### src/rtl/mutative_mem_arbiter.sv
// mutative_mem_arbiter: round-robin two-port line memory arbiter; optional BUSY timeout via MEM_ARB_TIMEOUT_EN
module mutative_mem_arbiter #(
  parameter int ADDR_W  = 32,
  parameter int LINE_W  = 256,
  parameter int TIMEOUT = 255
) (
  input  logic                clk,
  input  logic                rst,
  input  logic [1:0]          req_read,
  input  logic [1:0]          req_write,
  input  logic [2*ADDR_W-1:0] req_addr,
  input  logic [2*LINE_W-1:0] req_wdata,
  output logic [1:0]          resp,
  output logic [LINE_W-1:0]   rdata,
  output logic [1:0]          grant,
  output logic                mem_read,
  output logic                mem_write,
  output logic [ADDR_W-1:0]   mem_addr,
  output logic [LINE_W-1:0]   mem_wdata,
  input  logic [LINE_W-1:0]   mem_rdata,
  input  logic                mem_resp,
  output logic                timeout_err
);
  typedef enum logic [1:0] {IDLE, BUSY, RESP} state_e;
  state_e state_q, state_d;
  logic win_q, win_d, wr_q, wr_d, last_q, last_d;
  logic [ADDR_W-1:0] addr_q, addr_d;
  logic [LINE_W-1:0] wdata_q, wdata_d, rdata_q, rdata_d;
  logic [1:0] req;
  logic pick, busy, expire;
  assign req  = req_read | req_write;
  assign pick = &req ? ~last_q : req[1];
  assign busy = state_q == BUSY;
`ifdef MEM_ARB_TIMEOUT_EN
  localparam int CW = $clog2(TIMEOUT + 1);
  logic [CW-1:0] cnt_q;
  logic tmo_q;
  assign expire      = busy && !mem_resp && cnt_q == CW'(TIMEOUT - 1);
  assign timeout_err = tmo_q;
  // Count unanswered BUSY cycles and keep a sticky error once the limit is hit
  always_ff @(posedge clk)
    if (rst) begin
      cnt_q <= '0;
      tmo_q <= 1'b0;
    end else begin
      cnt_q <= busy ? cnt_q + 1'b1 : '0;
      tmo_q <= tmo_q | expire;
    end
`else
  logic unused_timeout;
  assign unused_timeout = ^TIMEOUT;
  assign expire         = 1'b0;
  assign timeout_err    = 1'b0;
`endif
  // Arbitrate and latch in IDLE, wait for memory in BUSY, pulse the response in RESP
  always_comb begin
    state_d = state_q;
    win_d   = win_q;
    wr_d    = wr_q;
    last_d  = last_q;
    addr_d  = addr_q;
    wdata_d = wdata_q;
    rdata_d = rdata_q;
    if (state_q == IDLE && |req) begin
      state_d = BUSY;
      win_d   = pick;
      wr_d    = pick ? req_write[1] : req_write[0];
      addr_d  = pick ? req_addr[2*ADDR_W-1:ADDR_W] : req_addr[ADDR_W-1:0];
      wdata_d = pick ? req_wdata[2*LINE_W-1:LINE_W] : req_wdata[LINE_W-1:0];
    end
    if (busy && (mem_resp || expire)) begin
      state_d = RESP;
      rdata_d = mem_resp ? mem_rdata : '0;
      last_d  = win_q;
    end
    if (state_q == RESP) state_d = IDLE;
  end
  // State and latched-request registers; last starts at 1 so port 0 wins the first tie
  always_ff @(posedge clk)
    if (rst) begin
      state_q <= IDLE;
      win_q   <= 1'b0;
      wr_q    <= 1'b0;
      last_q  <= 1'b1;
      addr_q  <= '0;
      wdata_q <= '0;
      rdata_q <= '0;
    end else begin
      state_q <= state_d;
      win_q   <= win_d;
      wr_q    <= wr_d;
      last_q  <= last_d;
      addr_q  <= addr_d;
      wdata_q <= wdata_d;
      rdata_q <= rdata_d;
    end
  assign grant     = state_q == IDLE ? 2'b00 : {win_q, ~win_q};
  assign resp      = state_q == RESP ? {win_q, ~win_q} : 2'b00;
  assign rdata     = rdata_q;
  assign mem_read  = busy & ~wr_q;
  assign mem_write = busy & wr_q;
  assign mem_addr  = busy ? addr_q : '0;
  assign mem_wdata = busy ? wdata_q : '0;
endmodule

### config.mk
export PLATFORM = sky130hd
export DESIGN_NAME = mutative_mem_arbiter
export DESIGN_NICKNAME = d
export VERILOG_FILES = /design/src/rtl/mutative_mem_arbiter.sv
export SDC_FILE = /design/constraint.sdc
export NUM_CORES = 1
export LEC_CHECK = 0
export ABC_AREA = 1
export BUFFER_PORTS_ARGS = -buffer_cell sky130_fd_sc_hd__buf_2
export CORE_AREA = 2 2 545 547
export CTS_CLUSTER_DIAMETER = 50
export CTS_CLUSTER_SIZE = 12
export DETAILED_ROUTE_END_ITERATION = 10
export DIE_AREA = 0 0 547 549
export GPL_ROUTABILITY_DRIVEN = 0
export PLACE_DENSITY = 0.31
export SKIP_CTS_REPAIR_TIMING = 1
export SYNTH_ARGS = -nofsm -noshare
export SYNTH_HDL_FRONTEND = slang
export SYNTH_SLANG_ARGS = --single-unit
### constraint.sdc
create_clock -name clk -period 1.6 [get_ports clk]
set_input_delay 0.32 -clock clk [delete_from_list [all_inputs] [get_ports clk]]
set_output_delay 0.32 -clock clk [all_outputs]
set_load 0.02 [all_outputs]
* After elaboration in Yosys (flattened, before gate mapping)
Cells that the tools add are included.
** Word-level totals
- Bits in registers :: 549
- Output and inout port bits :: 551
- Word-level logic and storage cells :: 35
** Cells by class
- Equality and inequality tests :: 2
- Muxes and demuxes :: 11
- Bitwise logic cells :: 6
- Reduce and logical (&&, ||, !) cells :: 8
** Operator list (number)
- 256-bit 2-to-1 mux :: 3
- 32-bit 2-to-1 mux :: 2
- 2-bit 2-to-1 mux :: 4
- 2-bit OR reduction :: 2
- 1-bit NOT :: 3
- 3-bit OR reduction :: 1
- 1-bit bitwise AND :: 2
- 2-bit by 1-bit == test with 1-bit output, second input constant :: 1
- 2-bit == test, second input constant :: 1
- 1-bit logical AND :: 2
- 2-bit logical NOT :: 1
- 1-bit 2-to-1 mux :: 2
- 2-bit OR :: 1
- 2-bit AND reduction :: 1
- 2-bit nonzero test :: 1

* Depth between registers and ports, before layout
- Depth in word-level cells :: 5
- Gate-level depth with buffers :: 10
- Gate-level depth less buffers :: 8

* Least setup slack after synthesis
No wires, ideal clock.
- Path type :: flip-flop to output port
- From :: register state_q[0]
- To :: output mem_wdata[150]
- Data arrival time :: 1.335 ns
- Required time :: 1.280 ns
- Setup slack :: -0.055 ns
- Cell stages (with the launch flop) :: 8
- Cells stage by stage :: dfxtp_1 > inv_2 > nor2_2 > inv_1 > buf_2 > buf_2 > buf_2 > nor2_1
** Between the ends
- Cells in the longest elaborated chain, start to end :: 2
** RTL lines
- start: declaration :: line 25 : state_e state_q, state_d;
- start signal: assignment :: line 89 : state_q <= state_d;
- 2-bit by 1-bit == test with 1-bit output :: line 33 : assign busy = state_q == BUSY;
- 256-bit 2-to-1 mux :: line 103 : assign mem_wdata = busy ? wdata_q : '0;
- end: declaration :: line 19 : output logic [LINE_W-1:0] mem_wdata,
Every way passes these cells.

* Final worst setup path
- From :: register state_q[0]
- To :: output mem_wdata[55]
Same word-level chain as after synthesis.

==> flow_summary.toml <==
[placed_design]
io_buffers = 1388
hpwl_um = 145000
placedCellCount = 9235

[sta]
rsz0062_at_grt = "yes"
slew_headroom_pct = 63.5
period_share_pct = 160
finalSetupViolations = 1042
fmax_ghz = 0.390
holdWs_ns = -0.00799
worst_pin_slew_ns = 0.547
skew_ns = 0.0279
finalMaxSlewViolations = 0
postLayoutSetupSlackWorst_ns = -0.964
finalHoldViolCount = 2
finalCriticalPeriod_ns = 2.56

[floorplanning]
die_w_um = 547
design.portCount = 1390
start_util_pct = 8.54
die_height_um = 549
num_rows = 200
dieArea_um2 = 300000
core_um2 = 295000

[drt]
vias = 33900
dr.first_iter.drc_count = 1777
ant_nets = 0
routed_wl_um = 183000
drc = 0
via_per_inst = 3.30
wire_per_inst_um = 17.8
drt_pass1_iterations = 7

[layout]
syn2layout_area_growth_pct = 106
layout-drive-gt1-share_pct = 30.5
layoutNonFillerInstCount = 10300
final_core_utilization_pct = 17.6
nets = 7078
nFillCells = 33700

[synthesis]
synth_top_family_by_area = "simple AND/OR/NAND/NOR gates"
synth_edf_count = 0
synth_area_um2 = 25200
synth_top_area_share_pct = 43.6
yosysTopAreaCell = "dfxtp_1"
synth_adder_area_share_pct = 0
ys_seq_area_share_pct = 43.6
synth-xor-area-share_pct = 0
yosys.cell_types.count = 20
synth_nets = 4776
synth.area.mux_share_pct = 0
synth.area.top_cells = "dfxtp_1 (44%), nand2_1 (13%), nor2_1 (12%), inv_1 (8.6%), a21oi_1 (5.8%)"
ys_ff_latch = 549
post-synth-top-count-cell = "nand2_1"
synth_common_cells = "nand2_1 (871), nor2_1 (812), inv_1 (580)"
synth_compound_area_share_pct = 11.0
synth-main-ff-cell = "dfxtp_1"
synth_area_per_cell_um2 = 6.40
yosysWarnings = 0
synthArstFlopShare_pct = 0
syn_inst = 3937
yosys.area_share.simple_pct = 30.9

[global_routing]
grt_pass1_wl_um = 238000
gr-total-overflow = 0
grt_max_degree = 94
grt_usage_pct = 11.2
grt_pass1_vias = 31000
antenna_found_initial = 48

[clock_tree]
numClockSinks = 549
worstSkewPairLatency_ns = 0.80
cts_buffers = 113
root_buffer = "clkbuf_16"
cts_tree = "built"
clk_pin_slew_ns = 0.05
clk_path_buf_depth = 4
h-tree-depth = 3

[critical_path]
r2r_slack_ns = -0.36
start_kind = "flop"
arrival_ns = 2.24
required_ns = 1.28
critPathKind = "flop to output pin"
endpoint_kind = "output pin"
critPathMaxFanout = 11

[run_status]
status = "finished with violations"
violations = "hold timing, setup timing"

[pwr]
power_leakage_uw = 0.0260
power_density_nw_per_um2 = 1230
peakVddDrop_uv = 770

[worst_hold_path]
hold_path_class = "input pin to flop"

[run]
cap_viol_max_count = 0
==> power by group <==
group,switching (µW),internal [µW]
clock,8560,15700
sequential,867,16200
combinational,13700,8500
==> cells by family (layout without fill, tap and decap cells) <==
kind of cell / Yosys count / in the layout
AO/OA/AOI/OAI: 551 / 551
buffers and inverters: 861 / 3249
other: 1 / 27
flip-flops: 549 / 549
AND/OR/NAND/NOR: 1975 / 1975
==> placed cells by master, fill, tap and decap left out, types with 56 or more instances in the layout <==
| cell type | count |
|---|---|
| buf_4 | 275 |
| o21ai_1 | 116 |
| inv_1 | 578 |
| buf_12 | 68 |
| nand3_1 | 289 |
| clkbuf_16 | 119 |
| o21ai_0 | 142 |
| nand2_1 | 869 |
| dfxtp_1 | 548 |
| nor2_1 | 718 |
| dlygate4sd3_1 | 822 |
| buf_6 | 56 |
| a21oi_1 | 291 |
| buf_2 | 1227 |
==> final timing paths <==
check,startpoint,end,depth (start not counted)
setup / recovery,state_q[0]$_SDFFE_PP0P_,mem_wdata[55],8
hold / removal,req_wdata[453],wdata_q[197]$_SDFFE_PP0P_,5
setup reg to reg,last_q$_SDFFE_PP1P_,wdata_q[61]$_SDFFE_PP0P_,8
hold reg to reg,state_q[0]$_SDFFE_PP0P_,state_q[0]$_SDFFE_PP0P_,2
==> worst max-delay path, cell delays in order, from the launching register on <==
cell and delay, ns:
dfxtp_2 0.32, inv_2 0.04, nor2_2 0.09, buf_6 0.15, inv_16 0.07, buf_16 0.19, buf_12 0.15, nor2_1 0.15
buf_2 0.23
==> metal layers <==
metal	GRT usage [%]	vias to the layer above	wire, µm
met5	0	-	220
met4	4.28	34	7310
met3	5.09	316	14500
met2	19.4	1450	88700
met1	11.7	15500	71900
li1	-	16600	-
==> through the flow <==
stage / TNS [ns] / total power, µW / worst slack [ns] / instance area (µm²) / hold WS, ns
2_1_floorplan: -5.48 / 27500 / -0.0548 / 25200 / 0.443
3_3_place_gp: -172.75 / 36900 / -0.546 / 38400 / 0.472
3_5_place_dp: -177.74 / 36800 / -0.549 / 38400 / 0.478
4_1_cts: -440.36 / 61900 / -1.32 / 42200 / -0.381
5_1_grt: -442.88 / 67400 / -1.12 / 51800 / 0.00146
6_report: -305.50 / 63500 / -0.964 / 51800 / -0.00799
==> sequential cells by signal, summed over array words and instances, names as in the netlist <==
signal and cells:
win_q 1, state_q 2, wr_q 1, rdata 256
last_q 1, wdata_q 256, addr_q 32
==> final cells by class <==
| cell class | count | area (µm²) | area share (%) |
|---|---|---|---|
| Tap cell | 3939 | 4930 | 9.51 |
| Inverter | 585 | 2240 | 4.33 |
| Clock buffer | 152 | 3160 | 6.11 |
| Clock inverter | 49 | 667 | 1.29 |
| Timing Repair Buffer | 2463 | 18700 | 36.1 |
| Antenna cell | 26 | 65.1 | 0.126 |
| Multi-Input combinational cell | 2527 | 11000 | 21.3 |
| Sequential cell | 549 | 11000 | 21.2 |
No activity file was read; power rests on OpenSTA's default activity.
